### src/rtl/data_trans_framer.sv
// Frame-aware input framer. Accepts qualified words, tags the header word of
// each frame, buffers {first,data} in a first-word-fall-through FIFO and
// reports the length of each closed frame. The frame-marker input is named
// byte_mark because "byte" is a reserved word in SystemVerilog.
module data_trans_framer #(
  parameter int unsigned DATA_W = 8,
  parameter int unsigned DEPTH  = 16,
  parameter int unsigned CNT_W  = 8
) (
  input  logic              clk,
  input  logic              reset,
  input  logic              start,
  input  logic              byte_mark,
  input  logic [DATA_W-1:0] data_in,
  input  logic              out_ready,
  output logic [DATA_W-1:0] data_o,
  output logic              data_en,
  output logic              data_first,
  output logic [CNT_W-1:0]  frame_len,
  output logic              len_valid,
  output logic              overflow,
  output logic              busy
);

  localparam int unsigned AW = $clog2(DEPTH);
  localparam int unsigned OW = AW + 1;
  localparam int unsigned EW = DATA_W + 1;

  typedef enum logic {
    IDLE  = 1'b0,
    FRAME = 1'b1
  } state_t;

  state_t state;
  state_t state_next;

  // FSM command strobes
  logic push;
  logic push_first;
  logic cnt_load;
  logic cnt_inc;
  logic close;

  // Frame word counter
  logic [CNT_W-1:0] count;

  // FIFO storage and bookkeeping; each entry is {first, data}
  logic [EW-1:0] mem [DEPTH];
  logic [AW-1:0] wr_ptr;
  logic [AW-1:0] rd_ptr;
  logic [OW-1:0] occ;

  logic          full;
  logic          pop;
  logic          push_ok;
  logic          drop;
  logic [AW-1:0] rd_next;
  logic [OW-1:0] occ_after_pop;
  logic [OW-1:0] occ_next;
  logic [EW-1:0] push_word;
  logic [EW-1:0] head_next;

  // State register
  always_ff @(posedge clk or posedge reset) begin
    if (reset) begin
      state <= IDLE;
    end else begin
      state <= state_next;
    end
  end

  // Next-state logic: open on a header word, close when start drops
  always_comb begin
    state_next = state;
    case (state)
      IDLE:    if (start && byte_mark) state_next = FRAME;
      FRAME:   if (!start)             state_next = IDLE;
      default: state_next = IDLE;
    endcase
  end

  // Command decode: push/count/close strobes for the current state and inputs
  always_comb begin
    push       = 1'b0;
    push_first = 1'b0;
    cnt_load   = 1'b0;
    cnt_inc    = 1'b0;
    close      = 1'b0;
    case (state)
      IDLE: begin
        // Non-header words outside a frame are silently discarded
        if (start && byte_mark) begin
          push       = 1'b1;
          push_first = 1'b1;
          cnt_load   = 1'b1;
        end
      end
      FRAME: begin
        if (start) begin
          push = 1'b1;
          if (byte_mark) begin
            // Back-to-back frames: close the old one and open a new one
            push_first = 1'b1;
            cnt_load   = 1'b1;
            close      = 1'b1;
          end else begin
            cnt_inc = 1'b1;
          end
        end else begin
          close = 1'b1;
        end
      end
      default: ;
    endcase
  end

  // Frame counter (saturating) and closed-frame length report
  always_ff @(posedge clk or posedge reset) begin
    if (reset) begin
      count     <= '0;
      frame_len <= '0;
      len_valid <= 1'b0;
      busy      <= 1'b0;
    end else begin
      if (cnt_load) begin
        count <= CNT_W'(1);
      end else if (cnt_inc && (count != {CNT_W{1'b1}})) begin
        count <= count + CNT_W'(1);
      end
      if (close) begin
        frame_len <= count;
      end
      len_valid <= close;
      busy      <= (state_next == FRAME);
    end
  end

  // FIFO control: full-with-pop still accepts, otherwise a full push drops
  always_comb begin
    full          = (occ == OW'(DEPTH));
    pop           = data_en && out_ready;
    push_ok       = push && (!full || pop);
    drop          = push && full && !pop;
    push_word     = {push_first, data_in};
    rd_next       = rd_ptr + AW'(pop);
    occ_after_pop = occ - OW'(pop);
    occ_next      = occ_after_pop + OW'(push_ok);
    if (occ_next == '0) begin
      head_next = '0;
    end else if (push_ok && (occ_after_pop == '0)) begin
      // Word lands in an otherwise empty FIFO: it is the new head directly
      head_next = push_word;
    end else begin
      head_next = mem[rd_next];
    end
  end

  // FIFO storage write; contents need no reset since occupancy gates reads
  always_ff @(posedge clk) begin
    if (push_ok) begin
      mem[wr_ptr] <= push_word;
    end
  end

  // FIFO pointers, occupancy, registered head word and sticky overflow
  always_ff @(posedge clk or posedge reset) begin
    if (reset) begin
      wr_ptr     <= '0;
      rd_ptr     <= '0;
      occ        <= '0;
      data_o     <= '0;
      data_first <= 1'b0;
      data_en    <= 1'b0;
      overflow   <= 1'b0;
    end else begin
      if (push_ok) begin
        wr_ptr <= wr_ptr + AW'(1);
      end
      rd_ptr     <= rd_next;
      occ        <= occ_next;
      data_o     <= head_next[DATA_W-1:0];
      data_first <= head_next[DATA_W];
      data_en    <= (occ_next != '0);
      if (drop) begin
        overflow <= 1'b1;
      end
    end
  end

endmodule

### config.mk
export PLATFORM = sky130hd
export DESIGN_NAME = data_trans_framer
export DESIGN_NICKNAME = d
export VERILOG_FILES = /design/src/rtl/data_trans_framer.sv
export SDC_FILE = /design/constraint.sdc
export NUM_CORES = 1
export LEC_CHECK = 0
export BUFFER_PORTS_ARGS = -buffer_cell sky130_fd_sc_hd__buf_2
export CAP_MARGIN = 20
export CORE_MARGIN = 2
export CORE_UTILIZATION = 55
export CTS_CLUSTER_DIAMETER = 80
export DETAILED_ROUTE_END_ITERATION = 16
export PLACE_DENSITY_LB_ADDON = 0.12
export SLEW_MARGIN = 20
export SYNTH_ARGS = -nofsm -noshare
export SYNTH_HDL_FRONTEND = slang
export SYNTH_SLANG_ARGS = --single-unit
### constraint.sdc
create_clock -name clk -period 3.8 [get_ports clk]
set_input_delay 0.76 -clock clk [delete_from_list [all_inputs] [get_ports clk]]
set_output_delay 0.76 -clock clk [all_outputs]
set_load 0.01 [all_outputs]
* Word level (Yosys, flattened, before mapping)
Memories as Yosys holds them, arrays and structs flattened.
Index checks and enable logic that the tools add are counted.
** Cells by class
- Add/subtract/negate cells :: 5
- Equal/unequal tests :: 2
- Muxes and demuxes :: 17
- Bitwise gates (word level) :: 1
- Reductions and logical operators :: 14
** Operator list (count)
- 2-to-1 mux 9 bit :: 2
- 2-to-1 mux 8 bit :: 2
- 2-to-1 mux 1 bit :: 11
- zero test 5 bit :: 2
- adder 8 x 1 -> 8 bit, second input constant :: 1
- != test 8 bit, second input constant :: 1
- logical AND 1 bit :: 7
- adder 5 x 1 -> 5 bit :: 1
- == test 5 bit, second input constant :: 1
- nonzero test 5 bit :: 1
- subtractor 5 x 1 -> 5 bit :: 1
- adder 4 x 1 -> 4 bit :: 1
- adder 4 x 1 -> 4 bit, second input constant :: 1
- case mux 1 bit (2 select lines) :: 2
- zero test 1 bit :: 2
- nonzero test 2 bit :: 1
- logical OR 1 bit :: 1
- NOT 1 bit :: 1
** Storage, ports and cells
- Bits in registers :: 42
- Bits in writable memories :: 144
- Input bits :: 13
- Output and inout bits :: 21
- Word-level logic and storage cells :: 51
- Memories kept :: 1
** Memories
- mem :: depth 16, width 9, rd ports 1, clocked after Yosys merged registers in 0, wr ports 1, line 48 : logic [EW-1:0] mem [DEPTH];

* Depth between registers and ports, before layout
- Depth after elaboration :: 7
- Mapped depth :: 11
- Mapped depth without buffers :: 10

* Worst setup path after synthesis
No wires, ideal clock.
- Path type :: input to register
- Start :: in out_ready
- End :: reg data_o[0]
- Setup time :: 0.120 ns
- Data arrival time :: 2.908 ns
- Required time :: 3.680 ns
- Setup slack :: 0.772 ns
- Cell stages on the path :: 11
- Path buffers :: 1
- Path through :: and2_1 > nor3_1 > a31oi_1 > ha_1 > ha_1 > inv_1 > nor3_1 > mux2i_1 > a2111o_1 > buf_4 > o211a_1
** On the way
- Cells in the longest elaborated chain, start to end :: 6
- Elaborated cells on any way between the ends :: 12
- Those cells by class :: add/sub: 3; mux: 2; reduce/logical: 6; memory: 1
** Ends and longest elaborated chain
- start, declared :: line 15 : input logic out_ready,
- logical AND 1 bit * :: line 141 : pop = data_en && out_ready;
- logical OR 1 bit * :: line 142 : push_ok = push && (!full || pop);
- logical AND 1 bit * :: line 142
- via push_ok :: line 55 : logic push_ok;
- adder 5 x 1 -> 5 bit / logical AND 1 bit (equally long branches) :: line 147, 150
- zero test 5 bit / 2-to-1 mux 9 bit (equally long branches) :: line 148, 150
- 2-to-1 mux 9 bit * :: line 148 : if (occ_next == '0) begin
- via head_next[0] :: line 61 : logic [EW-1:0] head_next;
- end signal, assigned :: line 181 : data_o <= head_next[DATA_W-1:0];
- end, declared :: line 16 : output logic [DATA_W-1:0] data_o,
The timed path passes the listed nets; every way through them passes the cells marked *.
A chain may end at the register's enable or synchronous reset.

* Final worst setup path
- Start :: in out_ready
- End :: reg data_o[6]
The elaborated chain is that of the path after synthesis.

==> results.md <==
| Result | This run | Unit |
|:---|:---|:---|
| Setup_tns | 0 | ps |
| Clock latency on the worst-skew pair | 420 | ps |
| Crit. End Element | flop | - |
| Count of different cell masters after synthesis | 47 | - |
| Cell with the most instances after synthesis | edfxtp_1 | - |
| Final hold vios | 0 | - |
| Final critical delay including setup and external delays | 2814 | ps |
| Layout cell share with drive strength beyond 1 | 20.43 | % |
| Arrival time reported for the critical path endpoint | 3120 | ps |
| Maximum operating frequency | 0.3554 | GHz |
| Resized cells post-CTS | 0 | - |
| Main synth FF type | edfxtp_1 | - |
| Period utilisation layout | 74.05 | % |
| Critical path startpoint category | input pin | - |
| Post CTS Setup Buffer Count | 0 | - |
| Diodes inserted | 0 | - |
| Comb pwr share | 34.6 | % |
| Slew at the pin with the worst max-slew slack | 915.6 | ps |
| Overflow left after global routing | 0 | - |
| Die Area | 0.01495 | mm^2 |
| Number of buffers inserted by hold repair at cts | 0 | - |
| # IOs | 34 | - |
| Via count of the first global-routing pass | 3771 | - |
| Cell taking the most area after synthesis | edfxtp_1 | - |
| Deepest level of the CTS H-tree | 4 | - |
| Gate Count Post-Synth | 416 | - |
| Clk network pwr share | 27.4 | % |
| Root Buffer | clkbuf_16 | - |
| Drt initial violations | 309 | - |
| First drt pass iteration count | 6 | - |
| Run status | complete, no violations | - |
| CTS sink count | 186 | - |
| IR drop worst, VDD | 406.9 | uV |
| Crit Path Max Fanout | 10 | - |
| Remaining max-slew budget at the tightest pin | 38.87 | % |
| Die Y-Extent | 122.3 | um |
| Mean post-synth cell area | 18.50 | um^2 |
| Post-synthesis instance area | 0.007696 | mm^2 |
| Deepest clock path buffer count | 2 | - |
| Cell Int Power | 4.784 | mW |
| Syn. warnings | 0 | - |
| Clock tree from TritonCTS | built | - |
| Global-route usage over all layers | 20.64 | % |
| Number of nets in the layout | 481 | - |
| P&R area growth vs syn | 12.49 | % |
| Fillcell total | 1018 | - |
| Post-CTS clock slew at the launch and capture registers of the worst setup and hold paths | 60 | ps |
| First-pass GRT wire length | 21780 | um |
| Setup Skew | 7.971 | ps |
| Detailed-route DRC error count | 0 | - |
| Net Sw Power | 2.043 | mW |
| Sequential element share of the synthesized area | 69.84 | % |
| Routed wire per std cell | 21.20 | um |
| Antenna violations before repair | 0 | - |
| Port Buffers | 33 | - |
| Sequential share of power | 38.0 | % |
| Share of synthesized flip-flops with an asynchronous set or reset | 22.58 | % |
| Top cells by area, synth | edfxtp_1 56%, dfrtp_1 14%, mux4_1 7.9%, mux4_2 3.8%, mux2i_1 2.7% | - |
| DR vias | 3758 | - |
| Required arrival time at the worst endpoint | 4110 | ps |
| Power density normalized to cell area | 788.6 | mW/mm^2 |
| Mean number of vias per cell | 5.782 | - |
| Post-route ant nets | 0 | - |
| Static leakage | 3.290 | nW |
| Number of synthesized flops with an enable pin | 144 | - |
| Inserted Clock Buffers | 17 | - |
| Overall die width | 122.3 | um |
| Critical setup path kind | input pin to flop | - |
| Class of the tightest hold or removal check | flop to flop | - |
| Wire length reported by the detailed router | 13780 | um |
| Leading post-synthesis cells by instance count | 144 x edfxtp_1, 42 x dfrtp_1, 31 x nand2_1, 23 x mux4_1, 21 x mux2i_1 | - |
| Design Power | 6.827 | mW |
| Synthesized netlist net count | 440 | - |
| Area share of the leading cell type in the synthesized netlist | 56.19 | % |
| Number of setup violations in the final report | 0 | - |
| Global placement routability congestion | 0.7638 | - |
| Largest net degree at the start of global routing | 43 | - |
| Unrepaired setup endpoints after global routing | false | - |
| Number of maximum-capacitance violations | 0 | - |
| Effective utilization at floorplan | 55.88 | % |
| Detailed placer's ending HPWL | 8479 | um |
| Std-Cell Core Area | 0.01377 | mm^2 |
| Final slew viol count | 0 | - |
| Switching share of power | 29.93 | % |
| Register bit count reported by yosys | 186 | - |
| Placement row count | 43 | - |
==> cell usage in the layout, fill, tap and decap left out, drive strengths merged, types with 10 or more instances in the layout <==
| cell type | n |
|---|---|
| edfxtp | 144 |
| xor2 | 10 |
| nor2 | 10 |
| clkbuf | 20 |
| buf | 39 |
| dfrtp | 42 |
| mux2i | 21 |
| nand2 | 31 |
| inv | 12 |
| mux4 | 36 |
| ha | 11 |
| and2 | 19 |
==> power by group through the flow <==
stage / logic (mW) / registers, mW / clock network (mW)
after floorplan: 1.87 / 2.61 / 0
after global placement: 2.36 / 2.62 / 0
after detailed placement: 2.39 / 2.63 / 0
after CTS: 2.40 / 2.59 / 1.90
after global routing: 2.57 / 2.62 / 1.99
final: 2.36 / 2.59 / 1.87
==> routing by layer <==
metal  global-route usage [%]  wire length, um  up-vias
met1                    30.43             6197     1954
met5                        0                0        -
met3                    4.926              670       14
li1                         -                -     1711
met2                    31.35             6766       79
met4                    5.819              146        0
==> sequential cells by signal, indices dropped and copies added (netlist names) <==
| name | cells |
|---|---|
| mem | 144 |
| count | 8 |
| data_o | 8 |
| frame_len | 8 |
| occ | 5 |
| rd_ptr | 4 |
| wr_ptr | 4 |
| busy | 1 |
| data_en | 1 |
| data_first | 1 |
| len_valid | 1 |
| overflow | 1 |
==> final cells by class <==
class                           count  area, um^2  share of cell area, %
Inverter                           12       45.04                 0.5203
Clock buffer                       20       436.7                  5.044
Multi-Input combinational cell    201        2143                  24.76
Clock inverter                     12       196.4                  2.269
Sequential cell                   186        5375                  62.09
Timing Repair Buffer               39       235.2                  2.717
Tap cell                          180       225.2                  2.602
==> worst max-delay path: stages <==
cell and delay, ps:
buf_2 70, and2_1 210, nor3_1 90, a31oi_1 170, buf_4 180, ha_1 230, ha_1 270, inv_1 100
nor3_1 180, mux2i_1 90, a2111o_1 570, o211a_1 190
==> metrics by stage <==
stage,hold slack [ps],utilization (%),area [um^2],setup WS (ps),std cells
2_1_floorplan,472.0,-,7696,771.7,416
3_3_place_gp,452.7,58.26,8024,612.4,618
3_5_place_dp,457.4,58.26,8024,550.1,618
4_1_cts,473.6,62.85,8657,994.2,650
5_1_grt,495.7,62.85,8657,842.7,650
6_report,470.5,62.85,8657,986.1,650
==> cell families after synthesis <==
logic type	share of synthesized area, %
flops	69.84
mux	14.39
compound gates	4.016
fa+ha+maj	1.788
simple gates	5.592
xor+xnor	2.032
buf+inv	2.341
==> path summary, 6_finish.rpt <==
check / slack [ps] / depth (start not counted) / endpoint / from
max reg2reg: 1040 / 11 / data_o[6] / data_en
min reg2reg: 470 / 2 / frame_len[4] / frame_len[4]
max: 990 / 12 / data_o[6] / out_ready
min in group asynchronous: 540 / 2 / len_valid / reset
min: 470 / 2 / frame_len[4] / frame_len[4]
max in group asynchronous: 2690 / 2 / data_o[3] / reset
Note: power is estimated with default switching activity, not from simulation.
